**src/rtl/ysyx_22041207_ifu.sv**
```systemverilog
// Instruction fetch unit: single-outstanding fetch FSM (REQ/WAIT/HOLD) with
// redirect handling and dropping of a stale in-flight response.
module ysyx_22041207_ifu #(
  parameter logic [63:0] RESET_PC = 64'h0000_0000_8000_0000
) (
  input  logic        clk,
  input  logic        rst,
  input  logic        stall,
  input  logic        redirect_valid,
  input  logic [63:0] redirect_pc,
  output logic        imem_req_valid,
  input  logic        imem_req_ready,
  output logic [63:0] imem_addr,
  input  logic        imem_rsp_valid,
  input  logic [31:0] imem_rsp_data,
  output logic        inst_valid,
  output logic [31:0] inst_o,
  output logic [63:0] pc_o
);

  typedef enum logic [1:0] {S_REQ, S_WAIT, S_HOLD} state_t;

  state_t      state;
  logic [63:0] pc_reg;
  logic [63:0] fetch_pc;
  logic        drop;
  logic [63:0] target;

  assign target         = {redirect_pc[63:2], 2'b00};
  assign imem_req_valid = (state == S_REQ) && !rst;
  assign imem_addr      = pc_reg;

  always_ff @(posedge clk) begin
    if (rst) begin
      state      <= S_REQ;
      pc_reg     <= RESET_PC;
      fetch_pc   <= '0;
      drop       <= 1'b0;
      inst_valid <= 1'b0;
      inst_o     <= '0;
      pc_o       <= '0;
    end else begin
      case (state)
        S_REQ: begin
          if (imem_req_ready) begin
            state    <= S_WAIT;
            fetch_pc <= pc_reg;
          end
          if (redirect_valid) begin
            pc_reg <= target;
            // the request accepted this edge still targets the old pc
            if (imem_req_ready) drop <= 1'b1;
          end
        end
        S_WAIT: begin
          if (redirect_valid) begin
            pc_reg <= target;
            if (imem_rsp_valid) begin
              drop  <= 1'b0;
              state <= S_REQ;
            end else begin
              drop  <= 1'b1;
            end
          end else if (imem_rsp_valid) begin
            if (drop) begin
              drop  <= 1'b0;
              state <= S_REQ;
            end else begin
              inst_o     <= imem_rsp_data;
              pc_o       <= fetch_pc;
              inst_valid <= 1'b1;
              state      <= S_HOLD;
            end
          end
        end
        S_HOLD: begin
          if (redirect_valid) begin
            inst_valid <= 1'b0;
            pc_reg     <= target;
            state      <= S_REQ;
          end else if (!stall) begin
            inst_valid <= 1'b0;
            pc_reg     <= pc_reg + 64'd4;
            state      <= S_REQ;
          end
        end
        default: state <= S_REQ;
      endcase
    end
  end

endmodule

```
**config.mk**
```make
export PLATFORM = sky130hd
export DESIGN_NAME = ysyx_22041207_ifu
export DESIGN_NICKNAME = d
export VERILOG_FILES = /design/src/rtl/ysyx_22041207_ifu.sv
export SDC_FILE = /design/constraint.sdc
export NUM_CORES = 1
export LEC_CHECK = 0
export ABC_AREA = 1
export CAP_MARGIN = 5
export CELL_PAD_IN_SITES_DETAIL_PLACEMENT = 1
export CELL_PAD_IN_SITES_GLOBAL_PLACEMENT = 2
export CORE_MARGIN = 2
export CORE_UTILIZATION = 24
export CTS_CLUSTER_DIAMETER = 150
export DETAILED_ROUTE_END_ITERATION = 8
export PLACE_DENSITY = 0.77
export SYNTH_ARGS = -nofsm -noshare
export SYNTH_HDL_FRONTEND = slang
export SYNTH_SLANG_ARGS = --single-unit
```
**constraint.sdc**
```tcl
create_clock -name clk -period 1.6 [get_ports clk]
set_input_delay 0.16 -clock clk [delete_from_list [all_inputs] [get_ports clk]]
set_output_delay 0.16 -clock clk [all_outputs]
set_load 0.05 [all_outputs]
```
==> impl_metrics.json, run 1 <==
{
  "status": "complete, but fails checks",
  "failed_checks": "negative setup slack",
  "worstHoldPathCells": 3,
  "finalNetCount": 2108,
  "route.final.wire_length_mm": 51.52,
  "io_pins": 264,
  "max_cap_violations": 0,
  "path_buf_inv": 2,
  "cp_slowest_stage_delay_ps": 360,
  "setup_tns_ps": -1687,
  "tritoncts": "done",
  "die-area_um2": 44950,
  "yosysTopAreaCellShare_pct": 42.80,
  "syn_to_final_growth_pct": 69.56,
  "cts_buffers": 28,
  "hold_viol": 0,
  "route.antenna.remaining_nets": 0,
  "chipWidth_um": 212.0,
  "number_of_global_route_vias_before_repair": 12465,
  "grt.total_usage_pct": 21.66,
  "synth-seq-cells": 222,
  "num_antenna_cells": 0,
  "power.static_leakage_uw": 0.007441,
  "std_cell_rows": 76,
  "net-switching-power_uw": 4704,
  "path_class": "reg -> reg",
  "clock.fmax_ghz": 0.5572,
  "setup_repair_after_global_routing_missed_its_margin": "yes",
  "pin_count_of_the_biggest_net_entering_global_routing": 101,
  "power.internal_uw": 10810,
  "critPathArrivalTime_ps": 2260,
  "worstPathRequired_ps": 2060,
  "finish.utilization_pct": 41.06,
  "synthDistinctLibCells": 36,
  "post_route_cells_drive_above_1_share_pct": 36.53,
  "dp_hpwl_mm": 37.67,
  "yosys_warnings": 0,
  "drtIter0Drc": 619,
  "timing.critical_path.max_delay_family": "simple AND/OR/NAND/NOR gates",
  "die_height_um": 212.0,
  "max-clock-path-buffers": 3,
  "tritoncts_num_sinks": 222,
  "wl_per_cell_um": 19.73,
  "overflow": 0,
  "syn-cell-area_um2": 10380,
  "floorplan.initialDensity_pct": 24.21,
  "path_clk_slew_ps": 60,
  "postSynthCellCount": 1566,
  "wire_length_of_the_first_global_routing_pass_mm": 74.18,
  "combinationalPowerShare_pct": 18.9,
  "num_vias": 12190,
  "fin_skew_ps": 19.86,
  "critical_path.startpoint_type": "register",
  "portBuffers": 257,
  "worst_r2r_path_depth": 8,
  "seq_area_frac_synth_pct": 42.80,
  "clock_tree.htree_level_count": 1,
  "dominant_cell_type_by_area_after_synthesis": "sky130_fd_sc_hd__dfxtp_1",
  "hold_path_startpoint": "redirect_pc[3]",
  "crit_path_max_fanout": 5,
  "drc_errors": 0,
  "finalSetupViolCount": 34,
  "period_share_pct": 112.2,
  "critPathMostFrequentCell": "sky130_fd_sc_hd__buf_4",
  "place_congestion": 0.8900,
  "netlist_top_cells_area": "sky130_fd_sc_hd__dfxtp_1, sky130_fd_sc_hd__nor2_1, sky130_fd_sc_hd__nand2_1",
  "dominantRegCellSynth": "sky130_fd_sc_hd__dfxtp_1",
  "cellPowerDensity_nw_per_um2": 881.1,
  "dr.pass1.iters": 5,
  "design.core.area_um2": 42890,
  "finalCriticalPeriod_ps": 1795,
  "route.detailed.vias_per_inst": 4.669,
  "final_max_slew_viol_count": 0,
  "p_clk_share_pct": 41.5,
  "worst_r2r_endpoint": "imem_addr[11]",
  "ys_async_sr_fraction_pct": 0,
  "synth_edf_count": 0,
  "netSwitchingFraction_pct": 30.32,
  "syn_avg_cell_area_um2": 6.631,
  "antenna_found_initial": 2,
  "hold_path_end": "imem_addr[3]",
  "cp_slowest_cell": "sky130_fd_sc_hd__dfxtp_4",
  "worst_ir_drop_vdd_mv": 0.7370,
  "cts-root-buf": "sky130_fd_sc_hd__clkbuf_16",
  "timing.critical_path.to_type": "register",
  "share_seq_of_total_power_pct": 39.5,
  "hold_path.class": "in -> reg",
  "rrSetupSlack_ps": -190,
  "crit_chain": "buf_4 > nand2_2 > nor2_4 > nand2_4 > buf_4 > nor3_1 > o21ai_0 > a211oi_1",
  "worstSkewPairLatency_ps": 580,
  "setup_slack_ps": -194.7,
  "timing.rr.start": "imem_addr[3]"
}
## state kept, by name, indices dropped and copies added (netlist names)
signal,cells
pc_o,62
state,2
fetch_pc,62
drop,1
inst_o,32
inst_valid,1
imem_addr,62
## power groups by stage
stage | clock network [uW] | registers [uW] | logic, uW
floorplan | 0 | 6840 | 839
global placement | 0 | 6220 | 2690
detailed placement | 0 | 6220 | 2730
CTS | 6640 | 6120 | 2830
global route | 6840 | 6170 | 3150
finish | 6440 | 6130 | 2940
## logic make-up after synthesis
family	synth area share, %
xor gates and xnor gates	0.9278
other	0.03611
and+or+nand+nor	29.55
AOI/OAI and AO/OA	19.36
buffers and inverters	7.206
DFF	42.80
adders and majority gates	0.1205
## placed cells by master (no fill, tap or decap), drive strengths merged, types with 2 or more instances in the layout
master / instances
nand2: 316
clkdlybuf4s50: 98
clkbuf: 45
a21oi: 109
o21ai: 209
nand3: 74
a211oi: 3
inv: 98
dfxtp: 222
buf: 391
or2: 2
nor3: 9
xor2: 7
o31ai: 2
clkinv: 9
conb: 4
nand4: 11
o21bai: 3
xnor2: 4
a31oi: 2
o211ai: 3
nor2: 359
o21a: 35
a221oi: 2
## worst min-delay path, cell delays in order
cell,delay (ps)
sky130_fd_sc_hd__clkdlybuf4s50_1,420
sky130_fd_sc_hd__nand2_1,80
sky130_fd_sc_hd__a31oi_1,80
## metrics by stage
step	setup WS, ps	hold slack (ps)	power [uW]	area (um^2)	cells
floorplan	-46.70	285.8	7680	10590	1569
finish	-194.7	213.2	15510	17610	2611
global route	-319.1	201.8	16160	17610	2611
global placement	-311.6	461.7	8911	14910	2526
detailed placement	-344.4	467.8	8949	14910	2526
CTS	-74.63	179.5	15580	16600	2591
## synth_stat cells, drive strengths merged (3+ instances only)
cell      n
a211oi    3
a21oi   109
buf      24
clkbuf   63
dfxtp   222
inv      98
nand2   316
nand3    74
nand4    11
nor2    359
nor3      9
o211ai    3
o21a     35
o21ai   209
o21bai    3
xnor2     4
xor2      7
## routing by layer
| layer | part of all wire, % | track usage (%) | vias up | wire length (um) |
|---|---|---|---|---|
| met2 | 47 | 36.01 | 286 | 24010 |
| met4 | 3.9 | 8.961 | 4 | 2022 |
| met5 | 0.052 | 0 | - | 27 |
| met1 | 45 | 28.03 | 5857 | 23290 |
| met3 | 4.2 | 3.250 | 92 | 2176 |
| li1 | - | - | 5951 | - |
## repair_timing
item | CTS | global route
endpoints found under the setup margin | 59 | 152
endpoints found under the hold margin | 2 | 0
pin swaps | 43 | 64
resized for setup | 195 | 231
buffers inserted | 12 | 18
hold buffers | 1 | 0
cloned | 2 | 4
## how the worst max path moves through the flow
stage          cells past startpoint  slack [ps]             to      startpoint
2_1_floorplan                     10         -50  imem_addr[36]    imem_addr[2]
3_3_place_gp                       6        -310       pc_o[38]  redirect_valid
3_5_place_dp                       6        -340       pc_o[38]  redirect_valid
4_1_cts                            9         -70  imem_addr[54]   imem_addr[17]
5_1_grt                            8        -320  imem_addr[11]    imem_addr[3]
6_report                           8        -190  imem_addr[11]    imem_addr[3]
## cell type report
class / count / area [um^2]
inverter: 100 / 399.1
multi-input combinational: 1160 / 6475
timing repair buffer: 493 / 4454
clock inverter: 9 / 83.83
clock buffer: 42 / 855.8
tap: 585 / 732.0
sequential: 222 / 4607
fill: 5228 / 25280
Note: power is estimated with default switching activity, not from simulation.
==> run 2, diff against run 1 <==
CAP_MARGIN = default   (was 5)
==> results of run 2 <==
Final layout, timing and power as in run 1 (identical DEF).
==> run 3, diff against run 2 <==
SKIP_LAST_GASP = 1   (was default)
==> impl_metrics.json, run 3 (synthesized netlist as in run 1, its figures left out) <==
{
  "status": "complete, but fails checks",
  "failed_checks": "negative setup slack",
  "overflow": 0,
  "timing.rr.start": "imem_addr[14]",
  "worst_ir_drop_vdd_mv": 0.7337,
  "final_max_slew_viol_count": 0,
  "path_class": "reg -> reg",
  "place_congestion": 0.8900,
  "hold_viol": 0,
  "die_height_um": 212.0,
  "drc_errors": 0,
  "pin_count_of_the_biggest_net_entering_global_routing": 101,
  "design.core.area_um2": 42890,
  "std_cell_rows": 76,
  "path_clk_slew_ps": 60,
  "crit_path_max_fanout": 5,
  "chipWidth_um": 212.0,
  "io_pins": 264,
  "dr.pass1.iters": 7,
  "cts-root-buf": "sky130_fd_sc_hd__clkbuf_16",
  "critPathArrivalTime_ps": 2260,
  "number_of_global_route_vias_before_repair": 12463,
  "mostFrequentLayoutCell": "sky130_fd_sc_hd__buf_4",
  "worst_r2r_endpoint": "imem_addr[17]",
  "grt.total_usage_pct": 21.67,
  "period_share_pct": 109.7,
  "netSwitchingFraction_pct": 30.31,
  "portBuffers": 257,
  "critPathMostFrequentCell": "sky130_fd_sc_hd__buf_6",
  "floorplan.initialDensity_pct": 24.21,
  "wl_per_cell_um": 19.75,
  "cellPowerDensity_nw_per_um2": 889.8,
  "dp_hpwl_mm": 37.67,
  "post_route_cells_drive_above_1_share_pct": 35.74,
  "cts_buffers": 28,
  "route.final.wire_length_mm": 51.58,
  "max_cap_violations": 0,
  "antenna_found_initial": 3,
  "hold_path.class": "in -> reg",
  "dpl_worst_slack_ps": -344.4,
  "tritoncts": "done",
  "combinationalPowerShare_pct": 18.9,
  "layout.cells.most_common_list": "sky130_fd_sc_hd__buf_4, sky130_fd_sc_hd__nor2_1, sky130_fd_sc_hd__nand2_1",
  "net-switching-power_uw": 4705,
  "cp-startpoint": "imem_addr[14]",
  "tritoncts_num_sinks": 222,
  "worst_r2r_path_depth": 11,
  "worstSkewPairLatency_ps": 580,
  "share_seq_of_total_power_pct": 39.5,
  "worstPathRequired_ps": 2100,
  "route.detailed.vias_per_inst": 4.680,
  "finalCriticalPeriod_ps": 1756,
  "finalSetupViolCount": 35,
  "critical_path.startpoint_type": "register",
  "num_vias": 12225,
  "clock_tree.htree_level_count": 1,
  "die-area_um2": 44950,
  "setup_slack_ps": -155.6,
  "drtIter0Drc": 661,
  "syn_to_final_growth_pct": 67.98,
  "rrSetupSlack_ps": -160,
  "finish.utilization_pct": 40.67,
  "design_power_total_uw": 15520,
  "finalNetCount": 2108,
  "worstSetupEndpoint": "imem_addr[17]",
  "cp_slowest_cell": "sky130_fd_sc_hd__dfxtp_4",
  "fin_skew_ps": 21.74,
  "wire_length_of_the_first_global_routing_pass_mm": 74.16,
  "route.antenna.remaining_nets": 0,
  "cp_slowest_stage_delay_ps": 360,
  "setup_repair_after_global_routing_missed_its_margin": "yes",
  "power.static_leakage_uw": 0.007278,
  "timing.critical_path.to_type": "register",
  "p_clk_share_pct": 41.6,
  "max-clock-path-buffers": 3,
  "power.internal_uw": 10820,
  "clock.fmax_ghz": 0.5696,
  "crit_chain": "buf_6 > nand2_4 > nor2_4 > buf_6 > nand3_4 > nor2_4 > buf_6 > nand2_2 > o21ai_2 > nand2_1 > a21oi_2"
}
run 3: cell types whose count changed in the layout (fill, tap and decap cells not counted), sizes merged:
cell   change
diode      +1
nand2      +1
buf        -1
run 3: worst min path at each step:
stage / slack (ps) / to / from / cells after the start
after floorplan: 290 / drop / redirect_valid / 1
after global placement: 460 / fetch_pc[3] / fetch_pc[3] / 2
after detailed placement: 470 / fetch_pc[16] / fetch_pc[16] / 2
after CTS: 180 / imem_addr[3] / redirect_pc[3] / 3
after global routing: 200 / imem_addr[2] / redirect_pc[2] / 3
final: 220 / imem_addr[3] / redirect_pc[3] / 3
run 3: layout make-up:
class | instances | area (um^2)
Antenna cell | 1 | 2.502
Clock buffer | 42 | 855.8
Clock inverter | 9 | 83.83
Fill cell | 5229 | 25440
Inverter | 100 | 391.6
Multi-Input combinational cell | 1161 | 6362
Sequential cell | 222 | 4592
Tap cell | 585 | 732.0
Timing Repair Buffer | 492 | 4423
run 3: layer usage:
| metal | routed length (um) | up-vias | global-route usage [%] |
|---|---|---|---|
| met2 | 24030 | 295 | 36.14 |
| met1 | 22960 | 5866 | 27.99 |
| met5 | 27 | - | 0 |
| met3 | 2415 | 97 | 3.294 |
| li1 | - | 5963 | - |
| met4 | 2154 | 4 | 8.718 |
run 3: through the flow:
step	cell area, um^2	instances	setup TNS [ps]	hold WS, ps
floorplan	10590	1569	-90.96	285.8
global placement	14910	2526	-13740	461.7
detailed placement	14910	2526	-21070	467.8
CTS	16570	2591	-1464	179.5
global route	17440	2611	-8188	202.9
finish	17440	2612	-1789	217.3
run 3: power groups by stage:
stage	combinational (uW)	sequential (uW)	clock, uW
3_5_place_dp	2730	6220	0
5_1_grt	3150	6170	6840
3_3_place_gp	2690	6220	0
4_1_cts	2820	6120	6640
2_1_floorplan	839	6840	0
6_report	2940	6130	6450
run 3: timing repair:
item / 4_1_cts / 5_1_grt
resized for setup: 179 / 200
pin swaps: 43 / 68
cloned: 2 / 6
hold buffers: 1 / 0
endpoints found under the setup margin: 59 / 152
buffers inserted: 12 / 16
endpoints found under the hold margin: 2 / 0
run 3: critical path: cells and delay by family, from the launching register on:
kind	cells	cell delay, ps
and+or+nand+nor	6	650
AOI/OAI and AO/OA	2	270
buffers and inverters	3	410
DFF	1	360
==> RTL change 1, RTL diff (settings of run 2) <==
The 3 states of `state_t` get a one-hot encoding in 3 bits.
--- a/src/rtl/ysyx_22041207_ifu.sv
+++ b/src/rtl/ysyx_22041207_ifu.sv
@@ -18,7 +18,7 @@
   output logic [63:0] pc_o
 );
 
-  typedef enum logic [1:0] {S_REQ, S_WAIT, S_HOLD} state_t;
+  typedef enum logic [2:0] {S_REQ = 3'b001, S_WAIT = 3'b010, S_HOLD = 3'b100} state_t;
 
   state_t      state;
   logic [63:0] pc_reg;
Behaviour: no difference found for any inputs over 4 cycles, from zero or initial values and one cycle with rst high; so few cycles prove little.
==> RTL change 1 against run 2 <==
  * The flow still finishes with violations (negative setup slack)
  * Global-route usage shrank 0.69 points
  * Total power grew 7.5%
  * Largest cell class unchanged
  * Setup slack better by 62 ps
  * Core utilization decreased by 0.15 points
  * Worst hold slack got worse by 160 ps
  * Wire length hardly changed
  * Design area grew 0.30%
  * Sequential power is 2% higher
  * Non-clock buffer count up 29
  * Combinational power up 15%
  * Critical path depth grew 3
  * Area after synthesis up 1.4%
  * Sequential cell count rose by 1
==> RTL change 1: results (changes against run 2) <==
Fin Clk Skew=16.8 ps (-3.11 ps); CP max FO=3 (-2); WP data arrival=2160 ps (-100 ps); largest net degree at the start of global routing=76 (-25%); number of fill cells=5336 (+2.1%); final setup margin=-133 ps (+62.1 ps); Detail Placement HPWL=37700 µm (about the same); layout cells sized above 1=35.5% (-1.1 points); antenna violations before repair=0 (-2); Metal-1 WL=23500 µm (+0.77%); # setup viols final=41 (+21%); status=complete, but fails checks; drt pass-1 iters=4 (-1); Via Count=12200 (+0.47%); Wirelength per Cell=19.5 µm (-1.3%); GR Layer Usage met1=27.9% (-0.11 points); Synth area leaders=dfxtp_1, nor2_1, nand2_1, o21ai_0, a21oi_1; Final #Nets=2142 (+1.6%); met2 WL=24300 µm (+1.1%); Pleak=7.33 nW (-1.5%); sequential area share after synthesis=42.4% (-0.41 points); Clk. pwr=0.00705 W (+9.5%); Synth cell types=33 (-8.3%); Comb group=0.00338 W (+15%); failing checks=negative setup slack
-- RTL change 1: metrics by stage --
stage	worst slack (ps)	power, W	instances	setup TNS, ps	cell area [µm²]
4_1_cts	-116	0.0165	2609	-1990	16600
3_5_place_dp	-277	0.00930	2547	-13720	15100
6_report	-133	0.0167	2644	-2500	17700
2_1_floorplan	-13.1	0.00785	1573	-24.7	10700
5_1_grt	-210	0.0174	2644	-7110	17700
3_3_place_gp	-247	0.00925	2547	-8360	15100
-- RTL change 1: worst paths after layout --
kind / depth (start not counted) / slack, ps / start / end
worst min-delay path: 3 / 50 / rst / imem_addr[31]
worst max-delay path: 11 / -130 / imem_addr[9] / imem_addr[24]
worst max register to register: 11 / -130 / imem_addr[9] / imem_addr[24]
worst min register to register: 2 / 470 / inst_valid / inst_valid
-- RTL change 1: cells by family after synthesis --
kind of cell    share of synthesized area [%]
simple gates                             30.5
compound gates                           18.0
flops                                    42.4
buf+inv                                  7.73
xor+xnor                                 1.16
fa+ha+maj                               0.119
other cells                            0.0356
-- RTL change 1: timing repair --
action                                  CTS  global route
buffers inserted                         10            26
endpoints found under the setup margin   60           103
gates cloned                              2            10
gates resized for setup                 119           195
pin swaps                                27            40
-- RTL change 1: cell type report --
type | count | share of cell area [%]
Tap cell | 585 | 4.14
Multi-Input combinational cell | 1159 | 34.9
Clock inverter | 12 | 1.24
Timing Repair Buffer | 522 | 26.7
Clock buffer | 38 | 4.53
Inverter | 104 | 2.32
Sequential cell | 223 | 26.1
Timing Repair inverter | 1 | 0.0425
-- RTL change 1: tightest hold or removal path: cells and delay by family --
family	cells	cell delay, ps
buffers and inverters	2	290
and+or+nand+nor	1	120
==> RTL change 2, RTL diff (settings of run 2) <==
Without the edit above. Set the parameter `RESET_PC` to 64'h0000000060000000 (it was 64'h0000_0000_8000_0000).
--- a/src/rtl/ysyx_22041207_ifu.sv
+++ b/src/rtl/ysyx_22041207_ifu.sv
@@ -1,7 +1,7 @@
 // Instruction fetch unit: single-outstanding fetch FSM (REQ/WAIT/HOLD) with
 // redirect handling and dropping of a stale in-flight response.
 module ysyx_22041207_ifu #(
-  parameter logic [63:0] RESET_PC = 64'h0000_0000_8000_0000
+  parameter logic [63:0] RESET_PC = 64'h0000000060000000
 ) (
   input  logic        clk,
   input  logic        rst,
Check against the original RTL: not equivalent (Yosys sat finds a counterexample within 4 cycles, from zero or initial values and one cycle with rst high).
==> RTL change 2 against run 2 <==
  * Area after synthesis is 0.95% higher
  * Design area is 2.1% higher
  * Largest cell class unchanged
  * Critical path type unchanged
  * Total power is 2.4% lower
  * Worst hold slack got worse by 79 ps
  * Die area rose by 0.93%
  * The flow still finishes with violations (negative setup slack)
  * Setup slack improved by 81 ps
  * Count of clock-buffer cells in the layout is 2 lower
  * Highest routed layer unchanged
  * Sequential cell count unchanged
  * Wire length fell by 1.7%
==> RTL change 2: results (changes against run 2) <==
status=complete, but fails checks; failing checks=negative setup slack; # setup viols final=37 (+8.8%); Max IR drop VDD=0.809 mV (+9.8%); sequential area share after synthesis=42.4% (-0.40 points); crit path capture=imem_addr[18]; CTS H-tree lvls=1 (unchanged); largest net degree at the start of global routing=61 (-40%); drt drc=0 (unchanged); Metal-1 WL=22500 µm (-3.4%); Fin Clk Skew=33.6 ps (+13.7 ps); WP data arrival=2220 ps (-40 ps); Detail Placement HPWL=37500 µm (-0.41%); met3 GRT Util=3.18% (-0.073 points); most frequent cells after synthesis=nor2_1, nand2_1, dfxtp_1; CP max FO=6 (+1); Pleak=7.56 nW (+1.6%); worst slack at placement=-365 ps (-20.5 ps); clk buf depth=3 (unchanged); layout cells sized above 1=39.1% (+2.5 points); top cell type's share of synthesized area=42.4% (-0.40 points); Final #Nets=2128 (+0.95%); M2 GR Usage=35.5% (-0.54 points); antenna violations before repair=1 (-1); routability cong.=0.895 (+0.58%); worst-case reg-to-reg path depth=10 (+2); CTS buffer count=27 (-3.6%); Synth area leaders=dfxtp_1, nor2_1, nand2_1, o21ai_0, a21oi_1; GR Layer Usage met1=26.9% (-1.2 points); Synth cell types=39 (+8.3%); Fin. Hold Viols=0 (unchanged); met2 WL=24400 µm (+1.8%); min-delay src=rst; vias in the first global route=12500 (+0.024%); Wirelength per Cell=19.3 µm (-2.4%); Hold Path End=state[1]; DR vias/cell=4.67 (about the same); GRT Resource Usage Total=20.8% (-0.82 points); hold slack=134 ps (-78.8 ps); initial drt markers=465 (-25%); final setup margin=-113 ps (+81.3 ps); WL met3=2260 µm (+3.9%); Area after DPL=15000 µm² (+0.62%); wire length of the first global-routing pass=72600 µm (-2.1%)
-- RTL change 2: cell types whose count changed in the layout (fill, tap and decap cells not counted), moves of 4 or more --
cell	delta
buf_12	+5
buf_4	+10
inv_1	-6
inv_2	+5
nand2_1	-15
nand2_2	+9
nand3_1	-7
nand3_2	+18
nor2_1	-12
nor2_2	+9
o21ai_1	-5
o21ai_2	-4
-- RTL change 2: power breakdown --
part,leakage [nW],internal (W),switching [W]
combinational,5.28,0.00119,0.00181
sequential,1.85,0.00585,0.000289
clock,0.424,0.00344,0.00255
total,7.56,0.0105,0.00466
-- RTL change 2: cells by family after synthesis --
kind of cell / count (synthesis) / synth area share (%)
simple gates: 781 / 30.1
compound gates: 364 / 18.9
flops: 222 / 42.4
buf+inv: 186 / 7.53
xor+xnor: 10 / 0.835
fa+ha+maj: 1 / 0.119
other cells: 1 / 0.0358
-- RTL change 2: layout make-up --
type	count	area, µm²
well taps	585	732
repair buffers	515	4770
multi-input cells	1160	6610
inverters	99	388
clock inverters	9	68.8
clock buffers	40	795
fillers	5207	25100
flip-flops and latches	222	4610
-- RTL change 2: what timing repair did --
| action | in CTS | in global routing |
|---|---|---|
| resized for setup | 164 | 279 |
| hold buffers | 0 | 0 |
| endpoints found under the setup margin | 83 | 71 |
| setup buffers | 15 | 30 |
| pin swaps | 39 | 97 |
| cloned | 1 | 7 |
-- RTL change 2: critical path, stage by stage (launching register included) --
cell      delay (ps)
dfxtp_4          380
ha_4             150
nand2_4           60
nor2_4           100
buf_12           150
nand2_8           80
nor2_4           230
buf_6            140
xor2_1           130
o21bai_1         100
a21oi_1          130
-- RTL change 2: per-stage QoR --
step	cells	setup TNS [ps]
final	2630	-1810
after global routing	2630	-6030
after CTS	2595	-786
after detailed placement	2531	-21290
after global placement	2531	-16870
after floorplan	1568	-138
